**src/rtl/subword_store_unit_if.sv**
```systemverilog
`default_nettype none
// ============================================================================
// Module   : subword_store_unit_if
// Brief    : Request/response and data-memory port bundle for subword_store_unit.
// Revision : 1.0
// ============================================================================
interface subword_store_unit_if #(
    parameter int WIDTH      = 32,
    parameter int ADDR_WIDTH = 32
);
    logic                  start;
    logic [1:0]            size;
    logic [ADDR_WIDTH-1:0] addr;
    logic [WIDTH-1:0]      wdata;
    logic                  busy;
    logic                  done;
    logic                  misalign_err;
    logic [ADDR_WIDTH-1:0] mem_addr;
    logic                  mem_rd;
    logic                  mem_wr;
    logic [WIDTH-1:0]      mem_wdata;
    logic [WIDTH-1:0]      mem_rdata;
    logic                  mem_ready;

    modport slave (
        input  start, size, addr, wdata, mem_rdata, mem_ready,
        output busy, done, misalign_err, mem_addr, mem_rd, mem_wr, mem_wdata
    );

    modport master (
        output start, size, addr, wdata, mem_rdata, mem_ready,
        input  busy, done, misalign_err, mem_addr, mem_rd, mem_wr, mem_wdata
    );
endinterface
`default_nettype wire

```
**src/rtl/subword_store_unit.sv**
```systemverilog
`default_nettype none
// ============================================================================
// Module   : subword_store_unit
// Brief    : Byte/half/word store into word-organised memory; SB/SH via read-modify-write.
// Revision : 1.0
// ============================================================================
module subword_store_unit #(
    parameter int WIDTH      = 32,
    parameter int ADDR_WIDTH = 32
) (
    input  logic                 clk,
    input  logic                 reset,
    subword_store_unit_if.slave  bus
);
    localparam logic [2:0] c_IDLE  = 3'd0;
    localparam logic [2:0] c_READ  = 3'd1;
    localparam logic [2:0] c_MERGE = 3'd2;
    localparam logic [2:0] c_WRITE = 3'd3;
    localparam logic [2:0] c_DONE  = 3'd4;
    localparam logic [2:0] c_ERR   = 3'd5;

    logic [2:0]       r_state;
    logic [2:0]       w_state_next;
    logic [1:0]       r_lane;
    logic             r_half;
    logic [15:0]      r_wdata;
    logic [WIDTH-1:0] r_rdata;
    logic [WIDTH-1:0] w_merged;
    logic             w_accept;
    logic             w_misalign;

    assign w_accept = (r_state == c_IDLE) && bus.start;

    always_comb begin
        w_misalign = 1'b0;
        case (bus.size)
            2'b01:   w_misalign = bus.addr[0];
            2'b10:   w_misalign = (bus.addr[1:0] != 2'b00);
            2'b11:   w_misalign = 1'b1;
            default: w_misalign = 1'b0;
        endcase
    end

    always_comb begin
        w_state_next = r_state;
        case (r_state)
            c_IDLE: begin
                if (bus.start) begin
                    if (w_misalign)
                        w_state_next = c_ERR;
                    else if (bus.size == 2'b10)
                        w_state_next = c_WRITE;
                    else
                        w_state_next = c_READ;
                end
            end
            c_READ:  if (bus.mem_ready) w_state_next = c_MERGE;
            c_MERGE: w_state_next = c_WRITE;
            c_WRITE: if (bus.mem_ready) w_state_next = c_DONE;
            c_DONE:  w_state_next = c_IDLE;
            c_ERR:   w_state_next = c_IDLE;
            default: w_state_next = c_IDLE;
        endcase
    end

    // Little-endian lane insert; lanes not covered keep the word read back from memory.
    always_comb begin
        w_merged = r_rdata;
        if (r_half) begin
            if (r_lane[1])
                w_merged[31:16] = r_wdata;
            else
                w_merged[15:0]  = r_wdata;
        end else begin
            case (r_lane)
                2'd0:    w_merged[7:0]   = r_wdata[7:0];
                2'd1:    w_merged[15:8]  = r_wdata[7:0];
                2'd2:    w_merged[23:16] = r_wdata[7:0];
                default: w_merged[31:24] = r_wdata[7:0];
            endcase
        end
    end

    // Outputs are registered from the next state so they line up with the state they describe.
    always_ff @(posedge clk or negedge reset) begin
        if (!reset) begin
            r_state          <= c_IDLE;
            r_lane           <= 2'd0;
            r_half           <= 1'b0;
            r_wdata          <= 16'd0;
            r_rdata          <= '0;
            bus.busy         <= 1'b0;
            bus.done         <= 1'b0;
            bus.misalign_err <= 1'b0;
            bus.mem_addr     <= '0;
            bus.mem_rd       <= 1'b0;
            bus.mem_wr       <= 1'b0;
            bus.mem_wdata    <= '0;
        end else begin
            r_state          <= w_state_next;
            bus.busy         <= (w_state_next != c_IDLE);
            bus.done         <= (w_state_next == c_DONE) || (w_state_next == c_ERR);
            bus.misalign_err <= (w_state_next == c_ERR);
            bus.mem_rd       <= (w_state_next == c_READ);
            bus.mem_wr       <= (w_state_next == c_WRITE);
            if (w_accept) begin
                r_lane       <= bus.addr[1:0];
                r_half       <= bus.size[0];
                r_wdata      <= bus.wdata[15:0];
                bus.mem_addr <= {bus.addr[ADDR_WIDTH-1:2], 2'b00};
                if (bus.size == 2'b10)
                    bus.mem_wdata <= bus.wdata;
            end
            if ((r_state == c_READ) && bus.mem_ready)
                r_rdata <= bus.mem_rdata;
            if (r_state == c_MERGE)
                bus.mem_wdata <= w_merged;
        end
    end
endmodule
`default_nettype wire

```
**src/flat_wrapper.sv**
```systemverilog
// flat-port wrapper written by rule: the top's interface ports become plain ports
module subword_store_unit_flat 
#(
    parameter int WIDTH      = 32,
    parameter int ADDR_WIDTH = 32
)
  (clk, reset, bus_start, bus_size, bus_addr, bus_wdata, bus_mem_rdata, bus_mem_ready, bus_busy, bus_done, bus_misalign_err, bus_mem_addr, bus_mem_rd, bus_mem_wr, bus_mem_wdata);
  subword_store_unit_if #(.WIDTH(WIDTH), .ADDR_WIDTH(ADDR_WIDTH)) bus_i ();
  input  logic clk;
  input  logic reset;
  input wire logic [$bits(bus_i.start)-1:0] bus_start;
  input wire logic [$bits(bus_i.size)-1:0] bus_size;
  input wire logic [$bits(bus_i.addr)-1:0] bus_addr;
  input wire logic [$bits(bus_i.wdata)-1:0] bus_wdata;
  input wire logic [$bits(bus_i.mem_rdata)-1:0] bus_mem_rdata;
  input wire logic [$bits(bus_i.mem_ready)-1:0] bus_mem_ready;
  output wire logic [$bits(bus_i.busy)-1:0] bus_busy;
  output wire logic [$bits(bus_i.done)-1:0] bus_done;
  output wire logic [$bits(bus_i.misalign_err)-1:0] bus_misalign_err;
  output wire logic [$bits(bus_i.mem_addr)-1:0] bus_mem_addr;
  output wire logic [$bits(bus_i.mem_rd)-1:0] bus_mem_rd;
  output wire logic [$bits(bus_i.mem_wr)-1:0] bus_mem_wr;
  output wire logic [$bits(bus_i.mem_wdata)-1:0] bus_mem_wdata;
  assign bus_i.start = bus_start;
  assign bus_i.size = bus_size;
  assign bus_i.addr = bus_addr;
  assign bus_i.wdata = bus_wdata;
  assign bus_i.mem_rdata = bus_mem_rdata;
  assign bus_i.mem_ready = bus_mem_ready;
  assign bus_busy = bus_i.busy;
  assign bus_done = bus_i.done;
  assign bus_misalign_err = bus_i.misalign_err;
  assign bus_mem_addr = bus_i.mem_addr;
  assign bus_mem_rd = bus_i.mem_rd;
  assign bus_mem_wr = bus_i.mem_wr;
  assign bus_mem_wdata = bus_i.mem_wdata;
  subword_store_unit #(.WIDTH(WIDTH), .ADDR_WIDTH(ADDR_WIDTH)) u_core (.clk(clk), .reset(reset), .bus(bus_i));
endmodule
```
**config.mk**
```make
export PLATFORM = sky130hd
export DESIGN_NAME = subword_store_unit_flat
export DESIGN_NICKNAME = d
export VERILOG_FILES = /design/src/rtl/subword_store_unit_if.sv /design/src/rtl/subword_store_unit.sv /design/src/flat_wrapper.sv
export SDC_FILE = /design/constraint.sdc
export NUM_CORES = 1
export LEC_CHECK = 0
export ABC_CLOCK_PERIOD_IN_PS = 3110
export CORE_MARGIN = 1.5
export CORE_UTILIZATION = 50
export CTS_BUF_LIST = sky130_fd_sc_hd__clkbuf_4 sky130_fd_sc_hd__clkbuf_8
export DETAILED_ROUTE_END_ITERATION = 8
export GPL_TIMING_DRIVEN = 0
export PLACE_DENSITY_LB_ADDON = 0.3
export SKIP_LAST_GASP = 1
export SLEW_MARGIN = 5
export SYNTH_ARGS = -nofsm -noshare
export SYNTH_HDL_FRONTEND = slang
export SYNTH_SLANG_ARGS = --single-unit
```
**constraint.sdc**
```tcl
create_clock -name clk -period 3.11 [get_ports clk]
set_input_delay 0.7775 -clock clk [delete_from_list [all_inputs] [get_ports clk]]
set_output_delay 0.7775 -clock clk [all_outputs]
set_load 0.01 [all_outputs]
```
# After elaboration in Yosys (flattened, before gate mapping)
# Cells that the tools add are included.
# totals
ff_bits	121
word_cells	52
# op_classes
eq_ne	12
n_mux	17
reduce_logical	11
# ops
op	count
2-to-1 mux 32 bit	4
2-to-1 mux 16 bit	2
2-to-1 mux 8 bit	4
2-to-1 mux 3 bit	4
one-hot mux 3 bit (4 select lines)	1
== test 3 x 2 -> 1 bit, second input constant	3
== test 2 bit, second input constant	3
== test 3 x 1 -> 1 bit, second input constant	2
== test 3 bit, second input constant	2
nonzero test 2 bit	3
== test 2 x 1 -> 1 bit, second input constant	2
logical NOT 3 bit	1
one-hot mux 1 bit (3 select lines)	1
nonzero test 3 bit	1
OR reduction 3 bit	1
logical AND 1 bit	2
logical NOT 2 bit	1
2-to-1 mux 2 bit	1
AND reduction 2 bit	1
logical OR 1 bit	1

# Longest topological paths before layout
# Gate-level depths: netlist of the first run.
# depth
word_depth	7
mapped_depth	7

# Least setup slack after synthesis of the first run
# Ideal clock, no wire load.
# synth_path
path_type	input to register
startpoint	input bus_start
endpoint	register u_core.bus.busy
setup_time_ns	0.131
arrival_time_ns	1.864
required_ns	2.979
path_slack_ns	1.115
stages	5
path_cell_list	nor4b_4 and3b_1 buf_2 a221o_1 or3_1
# synth_between
elab_chain_cells	3
# synth_lines
item	line_no	text
start, declared	flat_wrapper.sv:11	input wire logic [$bits(bus_i.start)-1:0] bus_start;
2-to-1 mux 3 bit	subword_store_unit.sv:48	if (bus.start) begin
one-hot mux 3 bit (4 select lines)	subword_store_unit.sv:46	case (r_state)
via u_core.w_state_next[1]	subword_store_unit.sv:23	logic [2:0] w_state_next;
nonzero test 3 bit	subword_store_unit.sv:101	bus.busy <= (w_state_next != c_IDLE);
end signal, assigned	subword_store_unit.sv:101	
end, declared	subword_store_unit_if.sv:27	output busy, done, misalign_err, mem_addr, mem_rd, mem_wr, mem_wdata
# The timed path passes the listed nets, and every way through them passes these cells.
# A chain may end at the register's enable or synchronous reset.

# Worst setup path after layout of the first run
# layout_path
startpoint	input bus_start
endpoint	register u_core.bus.mem_wdata[17]
# layout_between
elab_chain_cells	3
# layout_lines
item	line_no	text
logical AND 1 bit	subword_store_unit.sv:32	assign w_accept = (r_state == c_IDLE) && bus.start;
nonzero test 2 bit (no source line)	n/a	
AND reduction 2 bit (no source line)	n/a	
end signal, assigned	subword_store_unit.sv:112	bus.mem_wdata <= bus.wdata;
end signal, assigned	subword_store_unit.sv:117	bus.mem_wdata <= w_merged;
end, declared	subword_store_unit_if.sv:27	
# No other way between the ends.

==> results of run 1 <==
[worst min path at each step]
stage,to,slack [ns],depth (start not counted)
after detailed placement,u_core.bus.mem_addr[9],0.50,1
after floorplan,u_core.bus.busy,0.48,0
after global routing,u_core.bus.mem_wdata[2],0.37,1
after global placement,u_core.r_rdata[19],0.49,1
after CTS,u_core.bus.mem_addr[14],0.33,1
final,u_core.bus.mem_wdata[2],0.32,1
[logic make-up (layout without fill, tap and decap cells)]
logic type / count (synthesis) / count (layout) / synth area share
flops: 121 / 121 / 0.586
mux: 96 / 96 / 0.205
simple gates: 90 / 90 / 0.0804
compound gates: 68 / 68 / 0.101
buf+inv: 30 / 231 / 0.0266
other cells: 1 / 2 / 0.000726
[synthesized netlist by cell type, types with 2 or more instances]
master	instances
dfrtp_1	121
mux2_2	80
nand2_1	58
nand3_1	17
mux2i_1	16
o211ai_1	16
buf_2	13
clkbuf_1	11
a221oi_1	9
a31oi_1	9
a21oi_1	8
a221o_1	8
a32oi_1	7
a31o_2	3
nor2_1	3
and2_1	2
buf_4	2
inv_1	2
o21bai_1	2
[metal layers]
layer | GRT usage | routed length [um]
met1 | 0.324 | 5510
met2 | 0.437 | 6820
met3 | 0.0799 | 1350
met4 | 0.114 | 323
met5 | 0 | 0
[power groups by stage]
stage / logic, mW / clock network (mW) / registers, mW
after floorplan: 1.64 / 0 / 2.99
after global placement: 3.16 / 0 / 2.90
after detailed placement: 3.27 / 0 / 2.95
after CTS: 3.29 / 1.41 / 2.93
after global routing: 3.53 / 1.47 / 3.02
final: 3.27 / 1.37 / 2.94
[through the flow]
| step | hold slack, ns | power (mW) | cell area [um2] | TNS [ns] | setup WS, ns |
|---|---|---|---|---|---|
| finish | 0.325 | 7.58 | 7440 | 0 | 0.769 |
| global route | 0.369 | 8.02 | 7440 | 0 | 0.640 |
| CTS | 0.332 | 7.62 | 7440 | 0 | 0.780 |
| detailed placement | 0.495 | 6.22 | 7050 | 0 | 0.348 |
| global placement | 0.489 | 6.06 | 7020 | -398.63 | -3.30 |
| floorplan | 0.480 | 4.64 | 5170 | 0 | 1.11 |
[state kept, by name, indices dropped and copies added, names as in the netlist]
| signal | flops |
|---|---|
| u_core.r_wdata | 16 |
| u_core.r_rdata | 32 |
| u_core.bus.mem_addr | 30 |
| u_core.bus.misalign_err | 1 |
| u_core.r_half | 1 |
| u_core.bus.mem_wr | 1 |
| u_core.r_lane | 2 |
| u_core.bus.done | 1 |
| u_core.r_state | 3 |
| u_core.bus.mem_rd | 1 |
| u_core.bus.mem_wdata | 32 |
| u_core.bus.busy | 1 |
[layout by cell type, fill, tap and decap left out, drive strengths merged, types with 2 or more instances in the layout]
| cell | n |
|---|---|
| buf | 18 |
| a221o | 8 |
| nand3 | 17 |
| conb | 2 |
| a31o | 3 |
| a21oi | 9 |
| clkdlybuf4s50 | 167 |
| clkinv | 6 |
| nor2 | 3 |
| nand2 | 58 |
| o211ai | 16 |
| o21bai | 2 |
| clkbuf | 30 |
| dfrtp | 121 |
| clkinvlp | 5 |
| a221oi | 9 |
| inv | 3 |
| mux2 | 80 |
| o21ai | 2 |
| a31oi | 9 |
| a32oi | 7 |
| and2 | 2 |
| mux2i | 16 |
| bufinv | 2 |
| nor3 | 2 |
[final cells by class]
type / instances / share of cell area
buffer: 28 / 0.0175
clock buffer: 18 / 0.0324
clock inverter: 14 / 0.0203
inverter: 2 / 0.00101
multi-input combinational: 256 / 0.270
sequential: 121 / 0.407
tap: 133 / 0.0224
timing repair buffer: 169 / 0.230
==> impl_metrics.ini, run 1 <==
[cts]
cts_made_buffers = 17
ctsHoldBuffers = 0
cts.sinks = 121
root_buffer = clkbuf_8
post_cts_resized = 0
postCtsSetupBuffers = 0
cts_tree = built
ctsHtreeMaxLevel = 4
clock_latency_ns = 0.43
clockBufferDepth = 2
clk_pin_slew_ns = 0.07

[yosys]
synth_edf_count = 0
synth.distinct_cells = 38
synth.yosys.seq_area_share = 0.586
synth_seq_cells = 121
synth_top_area_share = 0.586
synth_flop_cell = dfrtp_1
postSynthCellCount = 406
syn_area_um2 = 5170
async_flop_share = 1.00
ys_warn_count = 0
syn-mean-instance-area_um2 = 12.7
synth_area_leaders = dfrtp_1 59%, mux2_2 17%, nand2_1 4.2%
synth_area_leader_cell = dfrtp_1

[finish]
fin_util = 0.751
fin_nets = 697
syn2layout_area_growth_pct = 44.0
fillers = 690
regArea_um2 = 3030
diodes = 0
final_cells = 741
drive_above_1_share = 0.227
multi_input_area_um2 = 2010

[power_and_ir_drop]
comb_power_share = 0.431
p_leak_nw = 3.12
swShare = 0.348
clkPwrFrac = 0.181
switchingPower_mw = 2.64
internal-power_mw = 4.95
power_frac_seq = 0.388
ir_worst_vdd_uv = 561
power.density_nw_per_um2 = 1020

[flow_run]
drv_cap = 0

[global_route]
grt_pass1_vias = 4363
grt_usage = 0.265
antenna_found_initial = 0
grt_first_pass_wirelength_mm = 22.3
grt_max_degree = 62
grt_overflow = 0

[run_status]
status = completed

[route]
routed_via_density = 5.64
route.vias.total = 4178
dr.pass1.iters = 5
ant_nets = 0
wl_per_cell_um = 18.9
drc = 0
first_iter_violations = 283
wirelength_mm = 14.0

[timing]
worstMarginPinSlew_ns = 0.742
max_slew_margin = 0.504
period_share = 0.753
max_freq_mhz = 427
finalClockSkew_ns = 0.00848
hold_violations = 0
rsz0062_at_grt = false
drv_slew = 0
fin_crit_ns = 2.34
setup_violations = 0

[critical_path]
start_kind = primary input
crit_arrival_ns = 2.68
critical-path-top-delay-family = buffers and inverters
cp-startpoint = bus_start
cp_cell_sequence = clkdlybuf4s50_1 -> nor4b_4 -> and3b_1 -> buf_2 -> clkbuf_1 -> nand2_1 -> o211ai_1
required_ns = 3.45
rr_startpoint = u_core.r_state[0]
path_class = in -> reg
rrSetupSlack_ns = 1.06
path_max_fanout = 10
cp_slowest_cell = clkdlybuf4s50_1
worst-path-stages = 7
endpoint_kind = flop
r2r_end = u_core.bus.mem_wdata[17]
ff2ff_path_depth = 7
max_stage_delay_ns = 0.49
endpoint = u_core.bus.mem_wdata[17]
path_buf_inv = 3

[placed_design]
gp_congestion = 0.849
port_buffers = 168
dp_hpwl_mm = 10.2
placedCellCount = 709

[floorplanning]
die-area_um2 = 11000
fp-row-count = 36
initial_core_util = 0.522
core-area_um2 = 9910
ios = 171
dieHeight_um = 105
die_x_um = 105

[min_path]
hp-class = in -> async
No activity file was read; power rests on OpenSTA's default activity.
==> inputs of run 2 (changes only) <==
--- a/config.mk
+++ b/config.mk
@@ -5,9 +5,9 @@
 export SDC_FILE = /design/constraint.sdc
 export NUM_CORES = 1
 export LEC_CHECK = 0
-export ABC_CLOCK_PERIOD_IN_PS = 3110
+export ABC_CLOCK_PERIOD_IN_PS = 2100
 export CORE_MARGIN = 1.5
-export CORE_UTILIZATION = 50
+export CORE_UTILIZATION = 43
 export CTS_BUF_LIST = sky130_fd_sc_hd__clkbuf_4 sky130_fd_sc_hd__clkbuf_8
 export DETAILED_ROUTE_END_ITERATION = 8
 export GPL_TIMING_DRIVEN = 0
==> constraint.sdc (replaced) <==
create_clock -name clk -period 2.1 [get_ports clk]
set_input_delay 0.525 -clock clk [delete_from_list [all_inputs] [get_ports clk]]
set_output_delay 0.525 -clock clk [all_outputs]
set_load 0.01 [all_outputs]
==> run 2 against run 1 <==
Effect of this change:
- total power rose by 44%
- cell count grew 1.3%
- die area rose by 16%
- via count decreased by 3.5%
- sequential power is 47% higher
- critical endpoint is now u_core.bus.mem_wdata[3]
- highest routed layer unchanged
==> impl_metrics.ini, run 2 (synthesis gave the netlist of run 1 again) <==
[power_and_ir_drop]
p_leak_nw = 3.14
ir_worst_vdd_uv = 781
p_total_mw = 10.9
power.density_nw_per_um2 = 1470

[finish]
diodes = 0
syn2layout_area_growth_pct = 43.7
fin_nets = 700
drive_above_1_share = 0.230
fin_util = 0.642
fillers = 956
final_common_cell = clkdlybuf4s50_1
reg_top3 = u_core.bus.mem_wdata (32), u_core.r_rdata (32), u_core.bus.mem_addr (30)
final_cells = 751
final_cell_mix = 167 x clkdlybuf4s50_1, 121 x dfrtp_1, 80 x mux2_2, 58 x nand2_1, 20 x clkbuf_8

[global_route]
grt_usage = 0.228
grt_pass1_vias = 4334
antenna_found_initial = 0
grt_use_met1 = 0.276
grt_use_met2 = 0.380
grt_first_pass_wirelength_mm = 22.1
grt_use_met3 = 0.0772
grt_max_degree = 99
grt_overflow = 0
busiest_layer = met2

[placed_design]
place_ws_ns = -0.416
port_buffers = 168
placedCellCount = 719
dp_hpwl_mm = 10.2
gp_congestion = 0.861

[flow_run]
drv_cap = 0

[route]
wirelength_mm = 13.8
routed_via_density = 5.37
route.vias.total = 4031
ant_nets = 0
dr.pass1.iters = 4
wl_per_cell_um = 18.4
first_iter_violations = 277
drc = 0

[critical_path]
start_kind = primary input
cp_cell_sequence = clkdlybuf4s50_1 -> nor4b_4 -> nand3b_1 -> clkbuf_1 -> nand3_1 -> o211ai_1
path_max_fanout = 10
cp_slowest_cell = clkdlybuf4s50_1
max_stage_delay_ns = 0.51
path_class = in -> reg
required_ns = 2.37
endpoint_kind = flop
crit_arrival_ns = 2.28

[cts]
clk_pin_slew_ns = 0.06
clockBufferDepth = 2
clock_latency_ns = 0.42
cts.sinks = 121
cts_tree = built
cts_made_buffers = 17
root_buffer = clkbuf_8
ctsHtreeMaxLevel = 4

[timing]
worstMarginPinSlew_ns = 0.780
hold_violations = 0
max_freq_mhz = 498
hold_ws_ns = 0.506
period_share = 0.957
fin_crit_ns = 2.01
finalClockSkew_ns = 0.0108
max_slew_margin = 0.479
worst_slack_ns = 0.0911
setup_violations = 0
drv_slew = 0

[floorplanning]
die_x_um = 113
initial_core_util = 0.447
dieHeight_um = 113
fp-row-count = 39
core-area_um2 = 11600
ios = 171
die-area_um2 = 12700

[run_status]
status = completed

[min_path]
hp-class = reg -> reg
==> run 2: where the power goes <==
group	total [mW]	switching, mW	internal, mW
sequential	4.31	0.791	3.52
combinational	4.83	2.07	2.76
clock	1.78	0.837	0.948
total	10.9	3.70	7.23
==> run 2: area by class of cell <==
cell class,count,area [um2],share of cell area
sequential,121,3030,0.408
timing repair buffer,172,1740,0.234
tap,143,179,0.0241
buffer,28,136,0.0184
clock buffer,25,313,0.0421
multi-input combinational,256,2010,0.270
inverter,2,7.51,0.00101
clock inverter,4,20.0,0.00270
==> run 2: through the flow <==
stage / TNS [ns] / instance area, um2
6_report: 0 / 7430
3_5_place_dp: -26.76 / 7060
3_3_place_gp: -516.08 / 7030
4_1_cts: 0 / 7400
2_1_floorplan: 0 / 5170
5_1_grt: -0.0141 / 7430
==> run 2: repair_timing <==
| item | in CTS | in global routing |
|---|---|---|
| endpoints found under the setup margin | 0 | 30 |
| buffers inserted | 0 | 2 |
| gates resized for setup | 0 | 7 |
| endpoints found under the hold margin | 23 | 0 |
| hold buffers | 1 | 0 |
==> run 2: worst max-delay path: cells and delay by family <==
kind                   cells  cell delay [ns]
AOI/OAI and AO/OA          1             0.11
buffers and inverters      2             0.86
and+or+nand+nor            3             0.79
==> run 2: final timing paths <==
check                      slack (ns)               start  depth (start not counted)                        to
max in group asynchronous        0.84               reset                          3   u_core.bus.mem_addr[25]
setup reg to reg                 0.16   u_core.r_state[0]                          6  u_core.bus.mem_wdata[30]
hold reg to reg                  0.51  u_core.r_rdata[22]                          1        u_core.r_rdata[22]
setup / recovery                 0.09           bus_start                          6   u_core.bus.mem_wdata[3]
hold / removal                   0.51  u_core.r_rdata[22]                          1        u_core.r_rdata[22]
min in group asynchronous        0.53               reset                          2  u_core.bus.mem_wdata[28]
==> run 2: per-layer routing <==
layer	wire (um)	vias up
met5	0	-
met4	236	0
met3	1330	20
met2	6780	170
met1	5460	1971
li1	-	1870
